### config.mk
export PLATFORM = sky130hd
export DESIGN_NAME = ball_engine
export DESIGN_NICKNAME = d
export VERILOG_FILES = /design/src/rtl/pong_pkg.sv /design/src/rtl/paddle_hit_check.sv /design/src/rtl/ball_engine.sv
export SDC_FILE = /design/constraint.sdc
export NUM_CORES = 1
export LEC_CHECK = 0
export BUFFER_PORTS_ARGS = -buffer_cell sky130_fd_sc_hd__buf_2
export CORE_UTILIZATION = 50
export DETAILED_ROUTE_END_ITERATION = 8
export GPL_TIMING_DRIVEN = 0
export PLACE_DENSITY = 0.74
export REMOVE_ABC_BUFFERS = 1
export SLEW_MARGIN = 20
export SYNTH_ARGS = -nofsm -noshare
export SYNTH_HDL_FRONTEND = slang
export SYNTH_SLANG_ARGS = --single-unit
### constraint.sdc
create_clock -name clk -period 3 [get_ports clk]
set_input_delay 0.45 -clock clk [delete_from_list [all_inputs] [get_ports clk]]
set_output_delay 0.45 -clock clk [all_outputs]
set_load 0.01 [all_outputs]
### src/rtl/pong_pkg.sv
`default_nettype none
// ============================================================================
// Module   : pong_pkg
// Brief    : Shared playfield/paddle constants, FSM state type and helpers.
// Revision : 1.0 - initial release
// ============================================================================
package pong_pkg;

    localparam int c_pos_w          = 10;
    localparam int c_screen_w       = 640;
    localparam int c_screen_h       = 480;
    localparam int c_ball_size      = 8;
    localparam int c_paddle_w       = 8;
    localparam int c_paddle_h       = 64;
    localparam int c_left_paddle_x  = 16;
    localparam int c_right_paddle_x = 616;
    localparam int c_speed          = 2;
    localparam int c_serve_delay    = 60;
    localparam int c_win_score      = 9;

    typedef enum logic [1:0] {
        IDLE       = 2'd0,
        SERVE_WAIT = 2'd1,
        PLAY       = 2'd2,
        POINT      = 2'd3
    } state_t;

    function automatic logic [3:0] sat_inc(input logic [3:0] value);
        return (value == 4'hF) ? value : value + 4'd1;
    endfunction

endpackage
`default_nettype wire

### src/rtl/paddle_hit_check.sv
`default_nettype none
// ============================================================================
// Module   : paddle_hit_check
// Brief    : Combinational test for the ball crossing a paddle face this frame.
// Revision : 1.0 - initial release
// ============================================================================
module paddle_hit_check
    import pong_pkg::*;
#(
    parameter bit IS_LEFT   = 1'b1,
    parameter int EDGE_X    = 24,
    parameter int BALL_SIZE = 8,
    parameter int PADDLE_H  = 64
) (
    input  logic [c_pos_w-1:0] i_ball_x,
    input  logic [c_pos_w-1:0] i_ball_y,
    input  logic signed [10:0] i_next_x,
    input  logic               i_toward,
    input  logic [c_pos_w-1:0] i_paddle_y,
    output logic               o_hit
);

    localparam logic signed [10:0] c_edge      = 11'(EDGE_X);
    localparam logic        [10:0] c_ball_size = 11'(BALL_SIZE);
    localparam logic        [10:0] c_paddle_h  = 11'(PADDLE_H);

    logic signed [10:0] w_x;
    logic               w_cross;
    logic               w_overlap;

    assign w_x = {1'b0, i_ball_x};

    // The face is hit only when the ball starts on the open side and the step reaches it.
    assign w_cross = IS_LEFT ? ((w_x >= c_edge) && (i_next_x <= c_edge))
                             : ((w_x <= c_edge) && (i_next_x >= c_edge));

    assign w_overlap = (({1'b0, i_ball_y} + c_ball_size) > {1'b0, i_paddle_y}) &&
                       ({1'b0, i_ball_y} < ({1'b0, i_paddle_y} + c_paddle_h));

    assign o_hit = i_toward && w_cross && w_overlap;

endmodule
`default_nettype wire

### src/rtl/ball_engine.sv
`default_nettype none
// ============================================================================
// Module   : ball_engine
// Brief    : Pong ball motion, wall/paddle bounces, scoring and serve sequencing.
// Revision : 1.0 - initial release
// ============================================================================
module ball_engine
    import pong_pkg::*;
#(
    parameter int SCREEN_W       = c_screen_w,
    parameter int SCREEN_H       = c_screen_h,
    parameter int BALL_SIZE      = c_ball_size,
    parameter int PADDLE_W       = c_paddle_w,
    parameter int PADDLE_H       = c_paddle_h,
    parameter int LEFT_PADDLE_X  = c_left_paddle_x,
    parameter int RIGHT_PADDLE_X = c_right_paddle_x,
    parameter int SPEED          = c_speed,
    parameter int SERVE_DELAY    = c_serve_delay,
    parameter int WIN_SCORE      = c_win_score
) (
    input  logic               clk,
    input  logic               reset,
    input  logic               frame_tick,
    input  logic               start,
    input  logic [c_pos_w-1:0] player_paddle_y,
    input  logic [c_pos_w-1:0] ai_paddle_y,
    output logic [19:0]        ball_state,
    output logic [3:0]         player_score,
    output logic [3:0]         ai_score,
    output logic               point_player,
    output logic               point_ai,
    output logic               in_play
);

    localparam logic signed [10:0] c_spd        = 11'(SPEED);
    localparam logic signed [10:0] c_x_max      = 11'(SCREEN_W - BALL_SIZE);
    localparam logic signed [10:0] c_y_max      = 11'(SCREEN_H - BALL_SIZE);
    localparam logic signed [10:0] c_left_edge  = 11'(LEFT_PADDLE_X + PADDLE_W);
    localparam logic signed [10:0] c_right_edge = 11'(RIGHT_PADDLE_X - BALL_SIZE);
    localparam logic [c_pos_w-1:0] c_ctr_x      = 10'((SCREEN_W - BALL_SIZE) / 2);
    localparam logic [c_pos_w-1:0] c_ctr_y      = 10'((SCREEN_H - BALL_SIZE) / 2);
    localparam logic [15:0]        c_delay      = 16'(SERVE_DELAY);
    localparam logic [3:0]         c_win        = 4'(WIN_SCORE);

    state_t             r_state, w_state_nxt;
    logic [15:0]        r_cnt, w_cnt_nxt;
    logic [c_pos_w-1:0] r_x, w_x_nxt, r_y, w_y_nxt;
    logic               r_dx_neg, w_dx_neg_nxt, r_dy_neg, w_dy_neg_nxt;
    logic [3:0]         r_player_score, w_player_score_nxt;
    logic [3:0]         r_ai_score, w_ai_score_nxt;
    logic               r_point_player, w_point_player_nxt;
    logic               r_point_ai, w_point_ai_nxt;
    logic               r_last_ai, w_last_ai_nxt;

    logic signed [10:0] w_dx, w_dy, w_nx, w_ny;
    logic               w_dx_pos, w_left_hit, w_right_hit;
    logic [c_pos_w-1:0] w_step_x, w_step_y;
    logic               w_step_dx_neg, w_step_dy_neg, w_miss_left, w_miss_right;

    assign w_dx     = r_dx_neg ? -c_spd : c_spd;
    assign w_dy     = r_dy_neg ? -c_spd : c_spd;
    assign w_nx     = $signed({1'b0, r_x}) + w_dx;
    assign w_ny     = $signed({1'b0, r_y}) + w_dy;
    assign w_dx_pos = ~r_dx_neg;

    paddle_hit_check #(
        .IS_LEFT   (1'b1),
        .EDGE_X    (LEFT_PADDLE_X + PADDLE_W),
        .BALL_SIZE (BALL_SIZE),
        .PADDLE_H  (PADDLE_H)
    ) u_left_hit (
        .i_ball_x   (r_x),
        .i_ball_y   (r_y),
        .i_next_x   (w_nx),
        .i_toward   (r_dx_neg),
        .i_paddle_y (player_paddle_y),
        .o_hit      (w_left_hit)
    );

    paddle_hit_check #(
        .IS_LEFT   (1'b0),
        .EDGE_X    (RIGHT_PADDLE_X - BALL_SIZE),
        .BALL_SIZE (BALL_SIZE),
        .PADDLE_H  (PADDLE_H)
    ) u_right_hit (
        .i_ball_x   (r_x),
        .i_ball_y   (r_y),
        .i_next_x   (w_nx),
        .i_toward   (w_dx_pos),
        .i_paddle_y (ai_paddle_y),
        .o_hit      (w_right_hit)
    );

    // One frame of motion; the vertical and horizontal responses are independent.
    always_comb begin
        w_step_y      = w_ny[c_pos_w-1:0];
        w_step_dy_neg = r_dy_neg;
        if (w_ny <= 11'sd0) begin
            w_step_y      = '0;
            w_step_dy_neg = 1'b0;
        end else if (w_ny >= c_y_max) begin
            w_step_y      = c_y_max[c_pos_w-1:0];
            w_step_dy_neg = 1'b1;
        end

        w_step_x      = w_nx[c_pos_w-1:0];
        w_step_dx_neg = r_dx_neg;
        w_miss_left   = 1'b0;
        w_miss_right  = 1'b0;
        if (w_left_hit) begin
            w_step_x      = c_left_edge[c_pos_w-1:0];
            w_step_dx_neg = 1'b0;
        end else if (w_right_hit) begin
            w_step_x      = c_right_edge[c_pos_w-1:0];
            w_step_dx_neg = 1'b1;
        end else if (w_nx <= 11'sd0) begin
            w_step_x    = '0;
            w_miss_left = 1'b1;
        end else if (w_nx >= c_x_max) begin
            w_step_x     = c_x_max[c_pos_w-1:0];
            w_miss_right = 1'b1;
        end
    end

    always_comb begin
        w_state_nxt        = r_state;
        w_cnt_nxt          = r_cnt;
        w_x_nxt            = r_x;
        w_y_nxt            = r_y;
        w_dx_neg_nxt       = r_dx_neg;
        w_dy_neg_nxt       = r_dy_neg;
        w_player_score_nxt = r_player_score;
        w_ai_score_nxt     = r_ai_score;
        w_point_player_nxt = 1'b0;
        w_point_ai_nxt     = 1'b0;
        w_last_ai_nxt      = r_last_ai;
        case (r_state)
            IDLE: begin
                if (start) begin
                    w_state_nxt = SERVE_WAIT;
                    w_cnt_nxt   = c_delay;
                    if ((r_player_score >= c_win) || (r_ai_score >= c_win)) begin
                        w_player_score_nxt = '0;
                        w_ai_score_nxt     = '0;
                    end
                end
            end
            SERVE_WAIT: begin
                if (frame_tick) begin
                    if (r_cnt == '0) begin
                        // The releasing frame already moves the ball.
                        w_state_nxt  = PLAY;
                        w_x_nxt      = w_step_x;
                        w_y_nxt      = w_step_y;
                        w_dx_neg_nxt = w_step_dx_neg;
                        w_dy_neg_nxt = w_step_dy_neg;
                    end else begin
                        w_cnt_nxt = r_cnt - 16'd1;
                    end
                end
            end
            PLAY: begin
                if (frame_tick) begin
                    w_x_nxt      = w_step_x;
                    w_y_nxt      = w_step_y;
                    w_dx_neg_nxt = w_step_dx_neg;
                    w_dy_neg_nxt = w_step_dy_neg;
                    if (w_miss_left) begin
                        w_ai_score_nxt = sat_inc(r_ai_score);
                        w_point_ai_nxt = 1'b1;
                        w_last_ai_nxt  = 1'b1;
                        w_state_nxt    = POINT;
                    end else if (w_miss_right) begin
                        w_player_score_nxt = sat_inc(r_player_score);
                        w_point_player_nxt = 1'b1;
                        w_last_ai_nxt      = 1'b0;
                        w_state_nxt        = POINT;
                    end
                end
            end
            POINT: begin
                // Serve heads toward whoever just conceded.
                w_x_nxt      = c_ctr_x;
                w_y_nxt      = c_ctr_y;
                w_dx_neg_nxt = r_last_ai;
                w_dy_neg_nxt = 1'b0;
                if ((r_player_score == c_win) || (r_ai_score == c_win)) begin
                    w_state_nxt = IDLE;
                end else begin
                    w_state_nxt = SERVE_WAIT;
                    w_cnt_nxt   = c_delay;
                end
            end
            default: w_state_nxt = IDLE;
        endcase
    end

    always_ff @(posedge clk or posedge reset) begin
        if (reset) begin
            r_state        <= IDLE;
            r_cnt          <= '0;
            r_x            <= c_ctr_x;
            r_y            <= c_ctr_y;
            r_dx_neg       <= 1'b0;
            r_dy_neg       <= 1'b0;
            r_player_score <= '0;
            r_ai_score     <= '0;
            r_point_player <= 1'b0;
            r_point_ai     <= 1'b0;
            r_last_ai      <= 1'b0;
        end else begin
            r_state        <= w_state_nxt;
            r_cnt          <= w_cnt_nxt;
            r_x            <= w_x_nxt;
            r_y            <= w_y_nxt;
            r_dx_neg       <= w_dx_neg_nxt;
            r_dy_neg       <= w_dy_neg_nxt;
            r_player_score <= w_player_score_nxt;
            r_ai_score     <= w_ai_score_nxt;
            r_point_player <= w_point_player_nxt;
            r_point_ai     <= w_point_ai_nxt;
            r_last_ai      <= w_last_ai_nxt;
        end
    end

    assign ball_state   = {r_y, r_x};
    assign player_score = r_player_score;
    assign ai_score     = r_ai_score;
    assign point_player = r_point_player;
    assign point_ai     = r_point_ai;
    assign in_play      = (r_state == PLAY);

endmodule
`default_nettype wire

# Word-level counts from Yosys, hierarchy flattened
# Cells that the tools add are included.
[classes]
add_sub_neg = 8
n_mux = 68
bitwise = 1
eq_ne = 20
reduce_logical = 22
magnitude_cmp = 14
[op_table]
columns = ["op", "n"]
rows = [
  ["$mux W10", 12],
  ["$mux W16", 4],
  ["$pmux W10 S3", 2],
  ["$pmux W16 S3", 1],
  ["$mux W4", 9],
  ["$mux W1", 27],
  ["$add A10 B7 Y11 const B", 2],
  ["$add A11 B11 Y11", 2],
  ["$ge A11 B11 Y1 const B", 2],
  ["$gt A11 B10 Y1", 2],
  ["$le A11 B1 Y1 const B", 2],
  ["$lt A10 B11 Y1", 2],
  ["$mux W11", 2],
  ["$ne A2 B2 Y1 const B", 10],
  ["$eq A4 B4 Y1 const B", 4],
  ["$logic_not A16 Y1", 1],
  ["$pmux W4 S2", 2],
  ["$sub A16 B1 Y16 const B", 1],
  ["$mux W2", 6],
  ["$add A10 B4 Y11 const B", 1],
  ["$ge A11 B10 Y1 const B", 1],
  ["$le A11 B6 Y1 const B", 1],
  ["$ge A10 B5 Y1 const B", 1],
  ["$le A10 B10 Y1 const B", 1],
  ["19 further kinds", 35],
]
[word_totals]
regBits = 51
inputBits = 24
output_inout_bits = 31

# Depth between registers and ports, before layout
# Gate-level depths: netlist (run 1).
[logic_depth]
depth_word = 12
depth_mapped = 14
depth_no_buf = 13

# Cells and area by module
# From an unflattened synthesis (run 1), not the netlist that was laid out.
[hier_totals]
hier_cells = 608
area_unflattened_um2 = 4996.0
[modules_own_cells]
columns = ["mod", "n_inst", "seq_area_each_um2", "area_per_inst_um2", "cells_per_inst"]
rows = [
  ["ball_engine", 1, 1238.7, 3776.1, 447],
  ["paddle_hit_check at u_left_hit", 1, 0.0, 611.8, 81],
  ["paddle_hit_check at u_right_hit", 1, 0.0, 608.1, 80],
]

# Least setup slack after synthesis (run 1)
# OpenSTA, ideal clock, no wires.
[synth_path]
path_kind = "flip-flop to flip-flop"
start = "register r_y[3]"
end = "register r_state[0]"
setup_time_ns = 0.125
setup_slack_ns = -0.324
required_ns = 2.875
synth_period_minus_slack_ns = 3.324
n_path_buf = 0
arrival_ns = 3.199
path_stages_with_launch = 14
path_cell_list = "dfstp_2 ha_1 nand3_1 nor2_1 xor2_1 ha_1 nand4_1 nor3_1 a211o_1 a2111oi_0 o21ai_1 and2_1 o221a_1 mux2_2"
[synth_between]
elab_chain_cells = 9
word_cells_on_any_way = 18
[synth_lines]
columns = ["element", "line_no", "text"]
rows = [
  ["from (decl)", "ball_engine.sv:47", "logic [c_pos_w-1:0] r_x, w_x_nxt, r_y, w_y_nxt;"],
  ["from (signal assigned)", "ball_engine.sv:203", "r_y <= c_ctr_y;"],
  ["from (signal assigned)", "ball_engine.sv:215", "r_y <= w_y_nxt;"],
  ["$add A10 B4 Y11", "paddle_hit_check.sv:37", "assign w_overlap = (({1'b0, i_ball_y} + c_ball_size) > {1'b0, i_paddle_y}) &&"],
  ["$gt A11 B10 Y1", "paddle_hit_check.sv:37", ""],
  ["$logic_and A1 B1 Y1", "paddle_hit_check.sv:37", ""],
  ["$logic_and A1 B1 Y1", "paddle_hit_check.sv:40", "assign o_hit = i_toward && w_cross && w_overlap;"],
  ["$mux W1", "ball_engine.sv:113", "end else if (w_right_hit) begin"],
  ["$mux W1", "ball_engine.sv:110", "if (w_left_hit) begin"],
  ["$mux W2", "ball_engine.sv:168", "if (w_miss_left) begin"],
  ["$mux W2", "ball_engine.sv:163", "if (frame_tick) begin"],
  ["$pmux W2 S4", "ball_engine.sv:137", "case (r_state)"],
  ["to (signal assigned)", "ball_engine.sv:212", "r_state <= w_state_nxt;"],
  ["to (decl)", "ball_engine.sv:45", "state_t r_state, w_state_nxt;"],
]
# Several ways; a longest one is shown, not always the timed one. The select of a mux whose other input is x is not followed.
# A chain may end at the register's enable or synchronous reset.

# Worst setup path after layout (run 1)
[layout_path]
start = "register r_x[2]"
end = "register r_x[7]"
[layout_between]
elab_chain_cells = 10
word_cells_on_any_way = 21
[layout_lines]
columns = ["element", "line_no", "text"]
rows = [
  ["from (decl)", "ball_engine.sv:47", ""],
  ["from (signal assigned)", "ball_engine.sv:202", "r_x <= c_ctr_x;"],
  ["from (signal assigned)", "ball_engine.sv:214", "r_x <= w_x_nxt;"],
  ["$add A11 B11 Y11", "ball_engine.sv:62", "assign w_nx = $signed({1'b0, r_x}) + w_dx;"],
  ["$ge A11 B11 Y1", "paddle_hit_check.sv:35", ": ((w_x <= c_edge) && (i_next_x >= c_edge));"],
  ["$logic_and A1 B1 Y1", "paddle_hit_check.sv:35", ""],
  ["$logic_and A1 B1 Y1 (2 in series)", "paddle_hit_check.sv:40", ""],
  ["$mux W10", "ball_engine.sv:113", ""],
  ["$mux W10 *", "ball_engine.sv:110", ""],
  ["$mux W10", "ball_engine.sv:150", "if (r_cnt == '0) begin"],
  ["$mux W10", "ball_engine.sv:149", "if (frame_tick) begin"],
  ["$pmux W10 S3 *", "ball_engine.sv:137", ""],
]
# Every way passes the cells marked *; elsewhere a longest branch is shown, timed or not. The select of a mux whose other input is x is not followed.

==> run metrics, run 1 <==
class of the worst hold path=input port to async pin; most common cell after layout, fill and taps aside=ha_1; max incr delay on CP=0.62 ns; Cell Area, Synth=4590 um^2; CTS Root Cell=clkbuf_8; Mean Syn Cell Area=8.54 um^2; R2R setup slack=-0.36 ns; top cells by area, synth=dfrtp_1 (21%), ha_1 (17%), dfstp_2 (5.7%); failing checks=design-rule violations, negative setup slack; Final Wtd Congestion=0.847; die width=97.9 um; WP data arrival=3.53 ns; Num CTS Buffers=5; initial DRC count=379; CTS tree=yes; Final Cycle Share=112%; crit path from=r_x[2]; Synth cell types=76; Sequential cell area=1250 um^2; hpwl dp=8570 um; global-route wire length before repair=20500 um; Critical Path Source Type=flip-flop; area of the multi-input gates=3640 um^2; area share of the largest cell type after synthesis=21.2%; Initial Utilization=52.2%; vias per cell=6.24; total track usage=26.1%; synthesis-to-finish area growth=32.0%; R2R Path Start=r_x[2]; Final Skew=0.0103 ns; register area share after synthesis=27.0%; Setup violations, final=25; synthesis-stage register bit count=49; relative slew slack=42.4%; later-pin clock latency in the skew report=0.31 ns; gr ovfl total=0; antenna viol nets, final=0; clock sinks=49; first drt pass iteration count=7; max-slew violations=0; H-tree depth=2; DIE HEIGHT=97.9 um; Ant. Diodes=0; antenna violations before repair=0; RSZ-0062 raised after global routing=yes; worst hold slack=0.131 ns; Async SR Flop Fraction=100%; Yosys Warn Count=0; CP Buf/Inv Count=1; CORE AREA=8810 um^2; Max Fclk=298 MHz; maxcap violations=0; Total Wirelength=13700 um; IO Port Bufs=52; routed vias=4699; Final Hold Viols=0; Top delay family on crit path=compound AO/OA/AOI/OAI gates; EDFF count, synth=0; final-layout fill cell count=623; Setup Crit Path Kind=flip-flop to flip-flop; Longest Clk Path Bufs=2; slew at the pin with the worst max-slew slack=0.860 ns; crit path cell chain=ha_4 > a211o_1 > a2111oi_4 > o221ai_2 > a21o_4 > or4_4 > nand2_4 > buf_6 > a31o_4 > nand3b_1 > o31ai_1; CP max stage cell=dfstp_2; die area=9580 um^2; largest fanout on the critical path=4; main flop type after synthesis=dfrtp_1; Clock transition at path regs=0.10 ns; Required @ worst endpoint=3.18 ns; Critical Path End Type=flip-flop; status=finished with violations; most frequent cells in the layout=ha_1 (53), buf_2 (52), buf_4 (45); vias in the first global route=4352; row cnt=34; I/O pin cnt=55; layout cells sized above 1=34.6%; setup ws final=-0.356 ns; routed length per instance=18.2 um; cell count after placement=688; minimum clock period=3.36 ns; DRC violations left=2; Layout Cells excl Fill=753; post-synthesis cell count=538; cell taking the most area after synthesis=dfrtp_1; nets=733; largest net degree at the start of global routing=33
synthesized netlist by cell type, types with 8 or more instances:
library cell,count
nand3_1,19
dfstp_2,10
or4_1,8
nor3_1,12
xor2_1,9
xnor2_1,21
ha_1,63
o21ai_0,28
inv_1,45
a21oi_1,36
dfrtp_1,39
nand2_1,29
nor2_1,52
a21o_1,15
flip-flops by register name, indices dropped and copies added (netlist names):
register / cells
r_x: 9
r_state: 2
r_last_ai: 1
point_ai: 1
ai_score: 4
r_dx_neg: 1
r_y: 9
r_dy_neg: 1
player_score: 4
point_player: 1
r_cnt: 16
layout make-up:
| type | count | area share (%) |
|---|---|---|
| inverters | 45 | 2.78 |
| clock inverters | 3 | 0.413 |
| repair buffers | 110 | 12.9 |
| clock buffers | 5 | 1.13 |
| flip-flops and latches | 49 | 20.5 |
| well taps | 108 | 2.23 |
| multi-input cells | 433 | 60.0 |
worst paths after layout:
check,endpoint,depth (start not counted)
worst max-delay path,r_x[7],11
worst min-delay path,r_cnt[11],2
worst max register to register,r_x[7],11
worst min register to register,r_cnt[1],2
max in group asynchronous,r_y[5],3
min in group clk,point_ai,2
worst reg2reg max path: cells and delay by family (launching register included):
family / cells / cell delay [ns]
AOI/OAI and AO/OA: 6 / 1.42
buffers and inverters: 1 / 0.12
DFF: 1 / 0.62
and+or+nand+nor: 3 / 0.84
adders and majority gates: 1 / 0.22
routing by layer:
metal	part of all wire, %	up-vias	track usage (%)	wire [um]
li1	-	2198	-	-
met1	42	2292	33.8	5800
met2	50	176	45.1	6920
met3	4.9	33	3.51	677
met4	2.4	0	7.81	334
met5	0	-	0	0
cells by family (layout without fill, tap and decap cells):
family	Yosys count	count (layout)	share of synthesized area (%)
flip-flops	49	49	27.0
AND/OR/NAND/NOR	173	173	19.6
adder cells (fa/ha/maj)	65	65	18.0
AO/OA/AOI/OAI	160	160	24.0
other	1	2	0.0816
buffers and inverters	57	163	4.96
multiplexers	3	3	0.708
XOR/XNOR	30	30	5.72
through the flow:
| stage | utilization [%] | setup TNS [ns] | setup WS [ns] | cell area, um^2 |
|---|---|---|---|---|
| 3_3_place_gp | 56.0 | -12.41 | -0.958 | 4930 |
| 6_report | 68.9 | -4.81 | -0.356 | 6070 |
| 4_1_cts | 64.0 | -2.79 | -0.240 | 5640 |
| 2_1_floorplan | - | -1.08 | -0.324 | 4540 |
| 5_1_grt | 68.9 | -6.78 | -0.425 | 6070 |
| 3_5_place_dp | 56.3 | -13.21 | -0.961 | 4950 |
timing repair:
action / 4_1_cts / 5_1_grt
setup buffers: 39 / 22
pin swaps: 40 / 38
hold buffers: 0 / 0
gates resized for setup: 62 / 59
setup endpoints to repair: 32 / 34
Power of run 1 is left out: the tool's default activity adds up to more than one toggle a clock period on the data nets, which glitch-free logic cannot reach.
==> run 2: changes to the inputs <==
--- a/config.mk
+++ b/config.mk
@@ -5,11 +5,12 @@
 export SDC_FILE = /design/constraint.sdc
 export NUM_CORES = 1
 export LEC_CHECK = 0
+export ABC_AREA = 1
 export BUFFER_PORTS_ARGS = -buffer_cell sky130_fd_sc_hd__buf_2
 export CORE_UTILIZATION = 50
 export DETAILED_ROUTE_END_ITERATION = 8
 export GPL_TIMING_DRIVEN = 0
-export PLACE_DENSITY = 0.74
+export PLACE_DENSITY = 0.73
 export REMOVE_ABC_BUFFERS = 1
 export SLEW_MARGIN = 20
 export SYNTH_ARGS = -nofsm -noshare
==> run 2 against run 1 <==
Effect of this change:
- the flow now finishes without violations
- non-clock buffer count shrank 53
- cell count grew 25%
- register-to-register slack gained 0.57 ns
- global-route usage shrank 2.6 points
- area after synthesis grew 12%
- critical path depth grew 8
- hold slack gained 0.018 ns
- fmax grew 20%
==> run metrics, run 2 <==
status=finished, final reports clean (was finished with violations); largest net degree at the start of global routing=29 (was 33); H-tree depth=2 (unchanged); Final Cycle Share=92.9% (was 112%); Leak=3.12 nW; P_int=2.78 mW; Sequential cell area=1240 um^2 (was 1250 um^2); vias per cell=5.20 (was 6.24); CTS tree=yes (unchanged); Yosys Warn Count=0 (unchanged); most frequent cell after synthesis=nand2_1 (was ha_1); Final TNS setup=0 ns (was -4.81 ns); die width=103 um (was 97.9 um); row cnt=36 (was 34); max-slew violations=0 (unchanged); IO Port Bufs=52 (unchanged); Ant. Diodes=0 (unchanged); sw frac=56.5%; Most Frequent Cell on Critical Path=nand2_1; vias in the first global route=4556 (was 4352); EDFF count, synth=0 (unchanged); Critical Path Source Type=flip-flop (unchanged); I/O pin cnt=55 (unchanged); Critical Path End Type=flip-flop (unchanged); largest fanout on the critical path=5 (was 4); Num CTS Buffers=5 (unchanged); slew at the pin with the worst max-slew slack=0.510 ns (was 0.860 ns); sw power=3.61 mW; max incr delay on CP=0.61 ns (was 0.62 ns); post-synthesis cell count=754 (was 538); class of the worst hold path=input port to async pin (unchanged); Synth cell types=45 (was 76); first drt pass iteration count=5 (was 7); later-pin clock latency in the skew report=0.31 ns (about the same); die area=10700 um^2 (was 9580 um^2); Largest Register=r_cnt (unchanged); area of the multi-input gates=3420 um^2 (was 3640 um^2); Final Skew=0.0126 ns (was 0.0103 ns); antenna violations before repair=0 (unchanged); global-route wire length before repair=20000 um (was 20500 um); Hold Buf Count CTS=0 (unchanged); final core utilization=57.8% (was 68.9%); top cells by area, synth=dfrtp_1 (19%), ha_1 (15%), nand2_1 (14%) (was dfrtp_1 (21%), ha_1 (17%), dfstp_2 (5.7%)); Cell Area, Synth=5130 um^2 (was 4590 um^2); DR top layer=met4 (unchanged); Clock Power Share=6.3%; maxcap violations=0 (unchanged); routed vias=4911 (was 4699); synthesis-to-finish area growth=11.1% (was 32.0%); WL met2=5670 um (was 6920 um); most common cell after layout, fill and taps aside=nand2_1 (was ha_1); Top Registers=r_cnt x16, r_x x9, r_y x9 (unchanged); Setup violations, final=0 (was 25); routed length per instance=12.6 um (was 18.2 um); WP data arrival=3.04 ns (was 3.53 ns); wire length on met1=5570 um (was 5800 um); synthesis-stage register bit count=49 (unchanged); Final Hold Viols=0 (unchanged); initial DRC count=203 (was 379); gr ovfl total=0 (unchanged); Setup Crit Path Kind=flip-flop to flip-flop (unchanged); Initial Utilization=52.0% (was 52.2%); Largest register FFs=16 (unchanged); Mean Syn Cell Area=6.81 um^2 (was 8.54 um^2); most frequent cells after synthesis=nand2_1 (193), inv_1 (115), nor2_1 (73) (was ha_1 (63), nor2_1 (52), inv_1 (45)); PD cells=1120 nW/um^2; hpwl dp=9530 um (was 8570 um); minimum clock period=2.79 ns (was 3.36 ns); crit path cell chain=ha_4 > nand3_2 > nand3b_1 > xor2_2 > ha_1 > nand2_1 > inv_1 > nand2_1 > inv_1 > nand3_1 > nand2_2 > nand3_1 > nor2_2 > nand2_2 > nand2_4 > nand2_2 > nand3_2 > nand2_1 > nand2_1 (was ha_4 > a211o_1 > a2111oi_4 > o221ai_2 > a21o_4 > or4_4 > nand2_4 > buf_6 > a31o_4 > nand3b_1 > o31ai_1); antenna viol nets, final=0 (unchanged); final-layout fill cell count=925 (was 623); DRC violations left=0 (was 2); CORE AREA=9860 um^2 (was 8810 um^2); DIE HEIGHT=103 um (was 97.9 um); Total Wirelength=11900 um (was 13700 um); RSZ-0062 raised after global routing=yes (unchanged); Final Wtd Congestion=0.933 (was 0.847); cell taking the most area after synthesis=dfrtp_1 (unchanged); clock sinks=49 (unchanged); register area share after synthesis=24.1% (was 27.0%); total track usage=23.5% (was 26.1%); Gate power share=74.4%; main flop type after synthesis=dfrtp_1 (unchanged); most frequent cells in the layout=nand2_1 (190), inv_1 (114), nor2_1 (70) (was ha_1 (53), buf_2 (52), buf_4 (45)); nets=900 (was 733); CP max stage cell=dfstp_2 (unchanged); WL met3=381 um (was 677 um); Async SR Flop Fraction=100% (unchanged); layout cells sized above 1=17.2% (was 34.6%); CTS Root Cell=clkbuf_8 (unchanged); Max Fclk=359 MHz (was 298 MHz); Clock transition at path regs=0.10 ns (about the same); area share of the largest cell type after synthesis=19.0% (was 21.2%); Flop pwr share=19.3%; Required @ worst endpoint=3.25 ns (was 3.18 ns); Longest Clk Path Bufs=2 (unchanged); Max rail drop VDD=0.882 mV; relative slew slack=66.0% (was 42.4%)
run 2: changes by cell type after synthesis, moves of 7 or more:
cell      previous run  this run
nand2_1             29       193
a21oi_1             36        43
or4_1                8         0
nand2_2              0        16
inv_1               45       115
o21ai_0             28        14
xor2_1               9        17
inv_2                0        11
xnor2_1             21         8
nand3_1             19        55
a21o_1              15         1
nand4_1              5        19
nand2b_1             7         0
nor2_1              52        73
run 2: repair_timing:
action                                 in CTS  in global routing
endpoints found under the hold margin       0                  0
setup endpoints to repair                   0                 24
buffers inserted                            0                  4
resized for setup                           0                 14
run 2: path summary, 6_finish.rpt:
| path | from | to | slack (ns) | cells after the start |
|---|---|---|---|---|
| min in group clk | frame_tick | point_player | 0.44 | 3 |
| worst min-delay path | reset | player_score[2] | 0.15 | 2 |
| worst min register to register | r_cnt[15] | r_cnt[15] | 0.52 | 2 |
| worst max register to register | r_y[3] | player_score[1] | 0.21 | 19 |
| max in group asynchronous | reset | r_y[7] | 2.25 | 3 |
| worst max-delay path | r_y[3] | player_score[1] | 0.21 | 19 |
run 2: worst max-delay path, delay by kind of cell (launching register included):
kind,cells,cell delay (ns)
adders and majority gates,2,0.48
and+or+nand+nor,14,1.32
xor gates and xnor gates,1,0.23
DFF,1,0.61
buffers and inverters,2,0.11
run 2: logic make-up (layout without fill, tap and decap cells):
group           Yosys count  after routing  synth area share (%)
other cells               1              2                0.0731
compound gates           84             84                  9.70
fa+ha+maj                65             65                  16.1
flops                    49             49                  24.1
buf+inv                 134            191                  10.2
simple gates            396            396                  35.4
xor+xnor                 25             25                  4.27
run 2: layer usage:
metal	global-route usage (%)	vias up
met5	0	-
met3	1.95	26
met4	9.21	0
li1	-	2533
met1	30.6	2235
met2	40.4	117
run 2: power groups by stage:
| stage | combinational [mW] | sequential, mW | clock, mW |
|---|---|---|---|
| after detailed placement | 4.61 | 1.24 | 0 |
| final | 4.75 | 1.23 | 0.400 |
| after CTS | 4.63 | 1.23 | 0.412 |
| after global placement | 4.48 | 1.23 | 0 |
| after global routing | 5.42 | 1.26 | 0.438 |
| after floorplan | 3.61 | 1.18 | 0 |
run 2: metrics by stage:
step | instance area [um^2] | std cells | hold slack [ns] | power (mW) | setup WS (ns)
floorplan | 5080 | 747 | 0.452 | 4.79 | 0.500
global placement | 5510 | 932 | 0.470 | 5.72 | 0.164
detailed placement | 5530 | 933 | 0.495 | 5.85 | 0.0808
CTS | 5620 | 941 | 0.162 | 6.28 | 0.0561
global route | 5700 | 945 | 0.181 | 7.12 | 0.00323
finish | 5700 | 945 | 0.150 | 6.38 | 0.213
run 2: final cells by class:
cell class	instances	area share, %
well taps	133	2.92
flip-flops and latches	49	21.8
inverters	126	8.29
multi-input cells	572	60.0
clock buffers	5	1.21
clock inverters	3	0.373
repair buffers	57	5.44
No activity file was read; power rests on OpenSTA's default activity.
